[config.mk]
export PLATFORM = sky130hd
export DESIGN_NAME = chien_search_seq
export DESIGN_NICKNAME = d
export VERILOG_FILES = /design/src/rtl/squid_gf_pkg.sv /design/src/rtl/chien_search_seq_lane.sv /design/src/rtl/chien_search_seq.sv
export SDC_FILE = /design/constraint.sdc
export NUM_CORES = 1
export LEC_CHECK = 0
export BUFFER_PORTS_ARGS = -buffer_cell sky130_fd_sc_hd__buf_2
export CORE_ASPECT_RATIO = 1.5
export CORE_MARGIN = 8
export CORE_UTILIZATION = 50
export DETAILED_ROUTE_END_ITERATION = 7
export GPL_TIMING_DRIVEN = 1
export HOLD_SLACK_MARGIN = 0.05
export PLACE_DENSITY = 0.7
export SLEW_MARGIN = 20
export SYNTH_ARGS = -nofsm -noshare
export SYNTH_HDL_FRONTEND = slang
export SYNTH_SLANG_ARGS = --single-unit
export TNS_END_PERCENT = 30
[constraint.sdc]
create_clock -name clk -period 8.2 [get_ports clk]
set_clock_uncertainty 0.15 [all_clocks]
set_input_delay 1.64 -clock clk [delete_from_list [all_inputs] [get_ports clk]]
set_output_delay 1.64 -clock clk [all_outputs]
set_load 0.03 [all_outputs]
[src/rtl/squid_gf_pkg.sv]
// GF(2^GF_M) field definitions and constant-multiply helpers shared by the
// SQUID RS decoder blocks, plus the Chien search FSM state encoding.
package squid_gf_pkg;

  localparam int GF_M = 4;
  localparam logic [GF_M:0] PRIM_POLY = 5'h13;

  typedef logic [GF_M-1:0] gf_t;

  typedef enum logic [1:0] {
    S_IDLE   = 2'd0,
    S_SEARCH = 2'd1,
    S_DONE   = 2'd2
  } chien_state_t;

  // Multiply by alpha (x) and reduce modulo the primitive polynomial.
  function automatic gf_t gf_xtime(gf_t a);
    gf_t r;
    r = {a[GF_M-2:0], 1'b0};
    if (a[GF_M-1]) r = r ^ PRIM_POLY[GF_M-1:0];
    return r;
  endfunction

  function automatic gf_t gf_alpha_pow(int e);
    gf_t r;
    int  n;
    r = gf_t'(1);
    n = e % ((1 << GF_M) - 1);
    for (int i = 0; i < n; i++) r = gf_xtime(r);
    return r;
  endfunction

  // With c a constant this collapses to a fixed XOR network.
  function automatic gf_t gf_cmul(gf_t a, gf_t c);
    gf_t acc;
    gf_t x;
    acc = '0;
    x   = a;
    for (int i = 0; i < GF_M; i++) begin
      if (c[i]) acc = acc ^ x;
      x = gf_xtime(x);
    end
    return acc;
  endfunction

endpackage

[src/rtl/chien_search_seq_lane.sv]
// One Chien search lane: evaluates sum_k r[k]*alpha^(k*(LANE+1)) and flags a zero.
module chien_lane
  import squid_gf_pkg::*;
#(
  parameter int T    = 2,
  parameter int LANE = 0
) (
  input  logic [T:0][GF_M-1:0] r,
  output logic                 is_root
);

  logic [T:0][GF_M-1:0] term;
  gf_t                  sum;

  for (genvar k = 0; k <= T; k++) begin : g_term
    localparam gf_t C = gf_alpha_pow(k * (LANE + 1));
    assign term[k] = gf_cmul(r[k], C);
  end

  always_comb begin
    sum = '0;
    for (int k = 0; k <= T; k++) sum = sum ^ term[k];
    is_root = (sum == '0);
  end

endmodule

[src/rtl/chien_search_seq.sv]
// Sequential Chien search: P positions per cycle, locator bitmap, root count
// and an uncorrectable flag when the root count disagrees with deg(Lambda).
module chien_search_seq
  import squid_gf_pkg::*;
#(
  parameter int T          = 2,
  parameter int N_POS      = 8,
  parameter int P          = 2,
  parameter int EARLY_STOP = 1
) (
  input  logic                       clk,
  input  logic                       rst_n,
  input  logic                       in_valid,
  output logic                       in_ready,
  input  logic [T:0][GF_M-1:0]       lambda,
  output logic                       out_valid,
  input  logic                       out_ready,
  output logic [N_POS-1:0]           locator,
  output logic [$clog2(N_POS+1)-1:0] root_cnt,
  output logic                       uncorrectable
);

  localparam int NCYC = (N_POS + P - 1) / P;
  localparam int CW   = (NCYC > 1) ? $clog2(NCYC) : 1;
  localparam int RW   = $clog2(N_POS + 1);
  localparam int DW   = $clog2(T + 2);

  chien_state_t         state, state_nx;
  logic [CW-1:0]        cyc;
  logic [T:0][GF_M-1:0] r_reg, r_step;
  logic [DW-1:0]        deg, deg_in;
  logic [P-1:0]         hit;
  logic [N_POS-1:0]     loc_nx;
  logic [RW-1:0]        cnt_nx;
  logic                 last_cyc, stop;

  for (genvar p = 0; p < P; p++) begin : g_lane
    chien_lane #(.T(T), .LANE(p)) u_lane (.r(r_reg), .is_root(hit[p]));
  end

  // Advance each coefficient by alpha^(k*P) so lane p sees the next block of positions.
  for (genvar k = 0; k <= T; k++) begin : g_step
    localparam gf_t STEP = gf_alpha_pow(k * P);
    assign r_step[k] = gf_cmul(r_reg[k], STEP);
  end

  always_comb begin
    deg_in = '0;
    for (int k = 0; k <= T; k++)
      if (lambda[k] != '0) deg_in = DW'(k);
  end

  // Lanes whose position falls past N_POS never match any locator bit.
  always_comb begin
    loc_nx = locator;
    cnt_nx = root_cnt;
    for (int p = 0; p < P; p++)
      for (int i = 0; i < N_POS; i++)
        if (int'(cyc) * P + p == i) begin
          loc_nx[i] = hit[p];
          if (hit[p]) cnt_nx = cnt_nx + RW'(1);
        end
    last_cyc = (cyc == CW'(NCYC - 1));
    stop = last_cyc ||
           ((EARLY_STOP != 0) && (deg != '0) && (int'(cnt_nx) == int'(deg)));
  end

  always_comb begin
    state_nx  = state;
    in_ready  = (state == S_IDLE);
    out_valid = (state == S_DONE);
    unique case (state)
      S_IDLE:   if (in_valid) state_nx = (lambda[0] == '0) ? S_DONE : S_SEARCH;
      S_SEARCH: if (stop) state_nx = S_DONE;
      S_DONE:   if (out_ready) state_nx = S_IDLE;
      default:  state_nx = S_IDLE;
    endcase
  end

  always_ff @(posedge clk) begin
    if (!rst_n) begin
      state         <= S_IDLE;
      cyc           <= '0;
      r_reg         <= '0;
      deg           <= '0;
      locator       <= '0;
      root_cnt      <= '0;
      uncorrectable <= 1'b0;
    end else begin
      state <= state_nx;
      unique case (state)
        S_IDLE: if (in_valid) begin
          r_reg    <= lambda;
          deg      <= deg_in;
          locator  <= '0;
          root_cnt <= '0;
          cyc      <= '0;
          if (lambda[0] == '0) uncorrectable <= 1'b1;
        end
        S_SEARCH: begin
          r_reg    <= r_step;
          locator  <= loc_nx;
          root_cnt <= cnt_nx;
          cyc      <= cyc + CW'(1);
          if (stop) uncorrectable <= (int'(cnt_nx) != int'(deg));
        end
        default: ;
      endcase
    end
  end

endmodule

# After elaboration in Yosys (flattened, before gate mapping)
# Index checks and enable logic that the tools add are counted.
# totals
in_bits	16
regBits	31
latch_bits	0
romBits	0
memories	0
mem_bits_rw	0
# op_classes
bitwise_logic	10
magnitude_cmp	0
reduce_logical	25
muxes	59
eq_ne	27
div_mod_pow	0
shifts	0
n_addsub	14
mul	0
# ops
op	count
4-bit 2-to-1 mux	25
32-bit by 4-bit == test with 1-bit output (second input constant)	3
32-bit by 3-bit == test with 1-bit output (second input constant)	2
32-bit zero test	2
4-bit by 1-bit adder with 4-bit output (second input constant)	12
32-bit by 2-bit == test with 1-bit output (second input constant)	1
3-bit AND reduction	10
12-bit case mux with 2 select lines	1
2-bit 2-to-1 mux	10
4-bit bitwise XOR	5
1-bit 2-to-1 mux	16
8-bit case mux with 2 select lines	1
4-bit zero test	3
12-bit 2-to-1 mux	1
2-bit inequality test (second input constant)	6
3-bit inequality test (second input constant)	4
2-bit == test (second input constant)	4
8-bit 2-to-1 mux	1
2-bit NOT	4
4-bit case mux with 2 select lines	1
4-bit nonzero test	2
2-bit case mux with 3 select lines	1
3-bit by 1-bit adder with 4-bit output (second input constant)	1
2-bit by 1-bit == test with 1-bit output (second input constant)	2
14 further kinds	17

# Longest topological paths before layout
# Gate-level depths: netlist of run 1.
# depth
word_depth	46
ltp_mapped	34

# Hierarchy
# From an unflattened synthesis of run 1, not the netlist that was laid out.
# hier_totals
cells_unflattened	371
area_unflattened_um2	2952.8
# modules_own_cells
mod	cells_each	area_per_inst_um2	n_inst
chien_search_seq	347	2726.4	1
chien_lane at g_lane[1].u_lane	14	126.4	1
chien_lane at g_lane[0].u_lane	10	100.1	1

# Least setup slack after synthesis of run 1
# Ideal clock, no wire load.
# synth_path
path_kind	register to register
startpoint	register r_reg[11] (netlist bit)
endpoint	register uncorrectable
path_buffers	2
setup_slack_ns	1.389
arrival_time_ns	6.574
stages_incl_launch_ff	32
setup_ns	0.086
path_cell_list	dfxtp_1 -> clkbuf_1 -> xor3_1 -> or3_4 -> a211oi_1 -> buf_2 -> nand2_1 -> nand2_1 -> o21ai_0 -> ha_1 -> xor2_1 -> nand2_1 -> a21oi_1 -> nand4b_1 -> o21ai_0 -> ha_1 -> o21ai_0 -> a21oi_1 -> xor2_1 -> o21a_1 -> inv_1 -> ha_1 -> nor2_1 -> a21oi_1 -> ha_1 -> nand2b_1 -> o31ai_1 -> or4_1 -> a211o_1 -> xnor3_1 -> or4_4 -> a221oi_2
# synth_between
elab_chain_len	45
# synth_rtl
element	line_no	source
start: declaration	chien_search_seq.sv:30	logic [T:0][GF_M-1:0] r_reg, r_step;
start signal: assignment	chien_search_seq.sv:93	r_reg <= lambda;
start signal: assignment	chien_search_seq.sv:101	r_reg <= r_step;
2-bit 2-to-1 mux	squid_gf_pkg.sv:20	if (a[GF_M-1]) r = r ^ PRIM_POLY[GF_M-1:0];
2-bit NOT (no line)	n/a	
2-bit 2-to-1 mux	n/a	
4-bit bitwise XOR	chien_search_seq_lane.sv:22	for (int k = 0; k <= T; k++) sum = sum ^ term[k];
4-bit zero test	chien_search_seq_lane.sv:23	is_root = (sum == '0);
4-bit 2-to-1 mux	chien_search_seq.sv:61	if (hit[p]) cnt_nx = cnt_nx + RW'(1);
4-bit 2-to-1 mux	chien_search_seq.sv:59	if (int'(cyc) * P + p == i) begin
4-bit by 1-bit adder with 4-bit output	chien_search_seq.sv:61	
[29 not listed]	n/a	
4-bit by 1-bit adder with 4-bit output	chien_search_seq.sv:61	
4-bit 2-to-1 mux	chien_search_seq.sv:61	
4-bit 2-to-1 mux (*)	chien_search_seq.sv:59	
4-bit by 3-bit == test with 1-bit output	chien_search_seq.sv:65	((EARLY_STOP != 0) && (deg != '0) && (int'(cnt_nx) == int'(deg)));
1-bit logical AND	chien_search_seq.sv:65	
1-bit logical OR	chien_search_seq.sv:64	stop = last_cyc ||
2-bit inequality test (no line)	n/a	
4-bit AND reduction (no line)	n/a	
end signal: assignment	chien_search_seq.sv:105	if (stop) uncorrectable <= (int'(cnt_nx) != int'(deg));
end: declaration	chien_search_seq.sv:20	output logic uncorrectable
# Mark *: on every way between the ends. The rest lies on a longest branch, timed or not. The select of a mux whose other input is x is not followed.
# A chain may end at the register's enable or synchronous reset.

# Worst setup path in the final report of run 1
# layout_path
startpoint	register r_reg[1] (netlist bit)
endpoint	register uncorrectable
# layout_between
elab_chain_len	43
# layout_rtl
element	line_no
4-bit bitwise XOR (2 in a row)	chien_search_seq_lane.sv:22
4-bit zero test	chien_search_seq_lane.sv:23
4-bit 2-to-1 mux	chien_search_seq.sv:61
4-bit 2-to-1 mux	chien_search_seq.sv:59
4-bit by 1-bit adder with 4-bit output	chien_search_seq.sv:61
4-bit 2-to-1 mux	chien_search_seq.sv:61
4-bit 2-to-1 mux	chien_search_seq.sv:59
4-bit by 1-bit adder with 4-bit output	chien_search_seq.sv:61
[26 not listed]	n/a
4-bit by 1-bit adder with 4-bit output	chien_search_seq.sv:61
4-bit 2-to-1 mux	chien_search_seq.sv:61
4-bit 2-to-1 mux (*)	chien_search_seq.sv:59
4-bit by 3-bit == test with 1-bit output	chien_search_seq.sv:65
1-bit logical AND	chien_search_seq.sv:65
1-bit logical OR	chien_search_seq.sv:64
2-bit inequality test (no line)	n/a
4-bit AND reduction (no line)	n/a
# Marks and branches as above.

==> results of run 1 <==
[path summary, 6_finish.rpt]
check	start	to	slack (ns)	cells after the start
setup / recovery	r_reg[1]$_SDFFE_PN0P_	uncorrectable$_SDFFE_PN0P_	0.90	30
hold / removal	locator[7]$_SDFFE_PN0P_	locator[7]$_SDFFE_PN0P_	0.34	2
setup reg to reg	r_reg[1]$_SDFFE_PN0P_	uncorrectable$_SDFFE_PN0P_	0.90	30
hold reg to reg	locator[7]$_SDFFE_PN0P_	locator[7]$_SDFFE_PN0P_	0.34	2
[power breakdown]
group,internal [mW],leakage (nW),switching [mW]
Combinational,0.312,0.894,0.461
Sequential,0.182,0.253,0.0592
Clock,0.0982,0.0612,0.0579
[area by class of cell]
type / instances / area share
clock inverter: 2 / 0.0117
timing repair buffer: 32 / 0.0550
multi-input combinational: 284 / 0.656
inverter: 11 / 0.0137
tap: 70 / 0.0292
sequential: 31 / 0.207
clock buffer: 6 / 0.0275
[placed cells by master, fill, tap and decap left out, types with 2 or more instances in the layout]
cell and n:
nor2_1 53, nand2_1 33, a21oi_1 31, dfxtp_1 31, buf_2 30, xnor2_1 27, xor2_1 18, o21ai_0 15
inv_1 11, a32oi_1 11, ha_1 11, nand3_1 10, clkbuf_8 6, a22oi_1 5, a22o_1 5, a211o_1 4
nand3b_1 4, xnor3_1 4, nor3_1 3, o21a_1 3, xor3_1 2, or3_4 2, a211oi_1 2, and2_1 2
a2111oi_0 2, and3b_1 2, nor2b_1 2, and3_1 2, or4_1 2, o41ai_1 2, a311oi_1 2, buf_4 2
[routing by layer]
metal,vias to the layer above,wire length (um),part of all wire,track usage
met5,-,0,0,0
met4,0,131,0.019,0.0677
met3,11,232,0.034,0.0236
met2,56,3490,0.51,0.310
met1,1175,2960,0.43,0.194
li1,1273,-,-,-
[metrics by stage]
step	cell area, um2	utilization	instances	total power [mW]	worst slack [ns]
floorplan	2720	-	350	0.863	1.39
global placement	2880	0.537	428	0.997	1.10
detailed placement	2880	0.537	428	1.01	0.942
CTS	3000	0.559	436	1.17	0.908
global route	3000	0.560	436	1.27	0.427
finish	3000	0.560	436	1.17	0.901
[kinds of logic after synthesis]
family                     after synthesis  synth area share
xor gates and xnor gates                52             0.201
adders and majority gates               11            0.0506
DFF                                     31             0.228
muxes                                    2            0.0119
and+or+nand+nor                        125             0.218
buffers and inverters                   35            0.0487
AOI/OAI and AO/OA                       94             0.241
[worst reg2reg max path: cells and delay by family, from the launching register on]
family	cells	cell delay, ns
flip-flops	1	0.37
AO/OA/AOI/OAI	11	1.77
buffers and inverters	2	0.29
AND/OR/NAND/NOR	9	2.22
XOR/XNOR	4	1.22
adder cells (fa/ha/maj)	4	1.20
==> summary.txt, run 1 <==
Worst setup EP type -> flop
Htree depth -> 2
Hold Vio Cnt, Final -> 0
Max reg flops -> 12
Post-route minimum period -> 7.30 ns
CP Class -> reg2reg
Top Ports -> 31
Worst stage delay on the critical path -> 0.57 ns
CP Launch Type -> flop
CP most frequent cell -> ha_1
Area share of the largest cell type after synthesis -> 0.228
RSZ-0062 raised after global routing -> no
Slew Viols, Final -> 0
Register area -> 621 um2
Die Span X -> 76.3 um
Clock latency on the worst-skew pair -> 0.29 ns
Starting density of the core -> 0.507
Worst Path Required -> 8.25 ns
Hold buffers post-CTS -> 0
Cell leakage power -> 1.21 nW
Core ar. -> 0.00537 mm2
Final antenna-violating net count -> 0
Dominant cell type by area after synthesis -> dfxtp_1
Max-Cap Viols -> 0
Power per Cell Area -> 390 mW/mm2
#FFs+latches synth -> 31
# rows -> 33
Slew @ Worst Pin -> 0.751 ns
Initial antenna violation count -> 0
Count leader, synth -> nor2_1
CTS tree -> built
GPL Wtd Cong -> 0.876
# nets final -> 392
CP top delay family -> simple AND/OR/NAND/NOR gates
VDD IR max -> 0.000272 V
Final HPWL from detailed placement -> 5120 um
Die height -> 106 um
Yosys warns -> 0
Largest net degree at the start of global routing -> 24
Area of the multi-input gates -> 0.00197 mm2
Reg clk slew, reported paths -> 0.07 ns
Worst Hold Margin -> 0.337 ns
# fillers -> 513
PortBufs -> 30
Clock tree root driver cell -> clkbuf_8
Area delta synth->final -> 10.3%
Cells after Synth -> 350
Final wirelength -> 6810 um
DR DRC count -> 0
Status -> finished, final reports clean
Fraction of registers with async set/reset -> 0
Max Clk Rate -> 0.137 GHz
Post-synth net total -> 377
Worst Hold Class -> reg2reg
Mean post-synth cell area -> 7.78 um2
CTS Buffer Depth -> 2
Post-synth EDFFs -> 0
CP Buf/Inv Count -> 2
Die area -> 0.00811 mm2
Post-CTS Setup Bufs -> 0
Crit path DAT -> 7.35 ns
Tot GR Track Use -> 0.170
TritonCTS Buffers -> 5
Setup violators final -> 0
Most instantiated cells after synthesis -> nor2_1, nand2_1, a21oi_1, dfxtp_1, xnor2_1
Vias -> 2515
Clock Sinks -> 31
Iteration-0 DRC Markers -> 199
Slowest CP cell -> or4_4
Post-synthesis cell type count -> 56
Layout cells sized above 1 -> 0.139
Worst-path maximum fanout -> 11
First-pass GRT wire length -> 11700 um
Ys flop type -> dfxtp_1
Mean number of vias per cell -> 5.77
Max-slew headroom -> 0.499
Overflow after GRT -> 0
Ranking of synthesized cells by area -> dfxtp_1, xnor2_1, nor2_1
Post-synthesis cell area -> 0.00272 mm2
Vias in the first global route -> 2522
Routed len/inst -> 15.6 um
Sequential share of the synthesized area -> 0.228
Fin crit share -> 0.890
Post-CTS sizing -> 0
Diode count -> 0
First drt pass iteration count -> 4
Setup TNS -> 0 ns
Power figures use the tool's default switching activity.
==> run 2: changes to the inputs <==
Settings changed: ABC_AREA set to 1.
==> run 2 against run 1 <==
Final area grew 1.6%. Fmax grew 21%. Global-route usage grew 0.23 points. Final cell count grew 28%. Clock power shrank 13%. Core utilization grew 0.47 points. Via count grew 17%. Power grew 6.8%. Non-clock buffer count shrank 2. Flip-flop and latch count is the same. Die area grew 1.0%. Area after synthesis grew 1.2%. Largest cell class unchanged. Largest power group unchanged. Highest routed layer unchanged.
==> summary.txt, run 2 <==
Worst r2r path cells -> 41
Final wirelength -> 6910 um
# nets final -> 516
DR DRC count -> 0
Yosys warns -> 0
Setup violators final -> 0
RSZ-0062 raised after global routing -> no
Final antenna-violating net count -> 0
CP Class -> reg2reg
First-pass GRT wire length -> 11900 um
Levels on crit path -> 41
Post-synthesis cell type count -> 31
Slew @ Worst Pin -> 0.947 ns
#FFs+latches synth -> 31
Status -> finished, final reports clean
Worst Hold Class -> reg2reg
Area delta synth->final -> 10.8%
Max Clk Rate -> 0.166 GHz
Count leader, synth -> nand2_1
Iteration-0 DRC Markers -> 120
Reg clk slew, reported paths -> 0.07 ns
Vias -> 2947
Vias in the first global route -> 2851
Core ar. -> 0.00541 mm2
Post-synth net total -> 488
Power per Cell Area -> 410 mW/mm2
Tot GR Track Use -> 0.172
Layout cells sized above 1 -> 0.173
Post-route minimum period -> 6.01 ns
Fraction of registers with async set/reset -> 0
R2R Path End -> uncorrectable$_SDFFE_PN0P_
Routed len/inst -> 12.3 um
Clock Sinks -> 31
Die height -> 107 um
CTS Buffer Depth -> 2
Diode count -> 0
CP Launch Type -> flop
Largest net degree at the start of global routing -> 25
Pwr Total -> 1.25 mW
Die area -> 0.00819 mm2
Cell leakage power -> 1.54 nW
Setup crit start -> r_reg[5]$_SDFFE_PN0P_
PortBufs -> 30
Max-Cap Viols -> 0
Post-CTS sizing -> 0
Worst-path maximum fanout -> 12
Post-synthesis cell area -> 0.00276 mm2
Post-CTS Setup Bufs -> 0
Setup ws final -> 2.19 ns
CP most frequent cell -> nand2_1
Die Span X -> 76.6 um
Most instantiated cells after synthesis -> nand2_1, inv_1, nand3_1
Fin crit share -> 0.733
Clock tree root driver cell -> clkbuf_8
Final Non-Filler Cells -> 560
CP Buf/Inv Count -> 4
Worst Path Required -> 8.23 ns
Sequential share of the synthesized area -> 0.225
# rows -> 33
Starting density of the core -> 0.510
Reg2reg setup slack -> 2.19 ns
Setup TNS -> 0 ns
Top Ports -> 31
VDD IR max -> 0.000309 V
Max-slew headroom -> 0.366
Overflow after GRT -> 0
Most frequent cells in the layout -> nand2_1, inv_1, nand3_1
Clock latency on the worst-skew pair -> 0.29 ns
Final HPWL from detailed placement -> 5770 um
Slowest CP cell -> dfxtp_1
Cells after Synth -> 461
Placed Cells -> 552
Htree depth -> 2
Post-synth EDFFs -> 0
Critical Path Sink -> uncorrectable$_SDFFE_PN0P_
Dpl ws -> 2.27 ns
GPL Wtd Cong -> 0.902
CP top delay family -> simple AND/OR/NAND/NOR gates
Hold buffers post-CTS -> 0
Worst stage delay on the critical path -> 0.47 ns
Max reg flops -> 12
Initial antenna violation count -> 0
TritonCTS Buffers -> 5
Ys flop type -> dfxtp_1
Mean post-synth cell area -> 5.98 um2
FF-to-FF Start -> r_reg[5]$_SDFFE_PN0P_
Slew Viols, Final -> 0
Ranking of synthesized cells by area -> dfxtp_1, nand2_1, inv_1
CTS tree -> built
First drt pass iteration count -> 5
Mean number of vias per cell -> 5.26
Most common cell after layout, fill and taps aside -> nand2_1
Dominant cell type by area after synthesis -> dfxtp_1
Crit path DAT -> 6.04 ns
Hold Vio Cnt, Final -> 0
Area share of the largest cell type after synthesis -> 0.225
Worst setup EP type -> flop
run 2: cell types whose count changed after synthesis, moves of 14 or more:
cell | before | now
nand3_1 | 10 | 42
clkbuf_1 | 21 | 7
nor2_1 | 53 | 34
nand2_2 | 0 | 19
xnor2_1 | 27 | 3
nand2_1 | 33 | 136
inv_1 | 11 | 59
run 2: worst min path at each step:
stage,startpoint,to,slack (ns),cells after the start
3_5_place_dp,deg[0]$_SDFFE_PN0P_,deg[0]$_SDFFE_PN0P_,0.33,2
3_3_place_gp,deg[0]$_SDFFE_PN0P_,deg[0]$_SDFFE_PN0P_,0.32,2
5_1_grt,deg[0]$_SDFFE_PN0P_,deg[0]$_SDFFE_PN0P_,0.36,2
2_1_floorplan,deg[0]$_SDFFE_PN0P_,deg[0]$_SDFFE_PN0P_,0.31,2
4_1_cts,deg[0]$_SDFFE_PN0P_,deg[0]$_SDFFE_PN0P_,0.34,2
6_report,deg[0]$_SDFFE_PN0P_,deg[0]$_SDFFE_PN0P_,0.34,2
run 2: metal layers:
| metal | GRT usage | wire length (um) | up-vias |
|---|---|---|---|
| met3 | 0.0268 | 256 | 14 |
| met1 | 0.163 | 2710 | 1337 |
| met5 | 0 | 0 | - |
| met4 | 0.0843 | 210 | 0 |
| met2 | 0.347 | 3740 | 59 |
| li1 | - | - | 1537 |
run 2: kinds of logic (layout without fill, tap and decap cells):
kind of cell / Yosys count / count (layout) / share of synthesized area
and+or+nand+nor: 268 / 268 / 0.455
buffers and inverters: 74 / 103 / 0.105
AOI/OAI and AO/OA: 65 / 65 / 0.124
DFF: 31 / 31 / 0.225
xor gates and xnor gates: 12 / 12 / 0.0409
adders and majority gates: 11 / 11 / 0.0499
run 2: metrics by stage:
stage / utilization / hold WS [ns] / area, um2
after floorplan: - / 0.308 / 2760
after global placement: 0.545 / 0.324 / 2950
after detailed placement: 0.545 / 0.327 / 2950
after CTS: 0.564 / 0.338 / 3050
after global routing: 0.564 / 0.361 / 3050
final: 0.564 / 0.339 / 3050
run 2: area by class of cell:
class / instances / area [um2]
tap: 70 / 87.6
timing repair buffer: 30 / 150
multi-input combinational: 356 / 1850
inverter: 65 / 244
fill: 587 / 2360
clock buffer: 7 / 96.3
clock inverter: 1 / 7.51
sequential: 31 / 621
run 2: power breakdown:
group / leakage, nW / switching [mW] / total (mW) / internal (mW)
sequential: 0.255 / 0.0594 / 0.263 / 0.203
combinational: 1.23 / 0.575 / 0.854 / 0.279
clock: 0.0505 / 0.0583 / 0.135 / 0.0763
run 2: worst reg2reg max path: cells and delay by family (launching register included):
family | cells | cell delay (ns)
and+or+nand+nor | 31 | 3.49
buffers and inverters | 4 | 0.22
AOI/OAI and AO/OA | 1 | 0.22
DFF | 1 | 0.47
adders and majority gates | 5 | 1.38
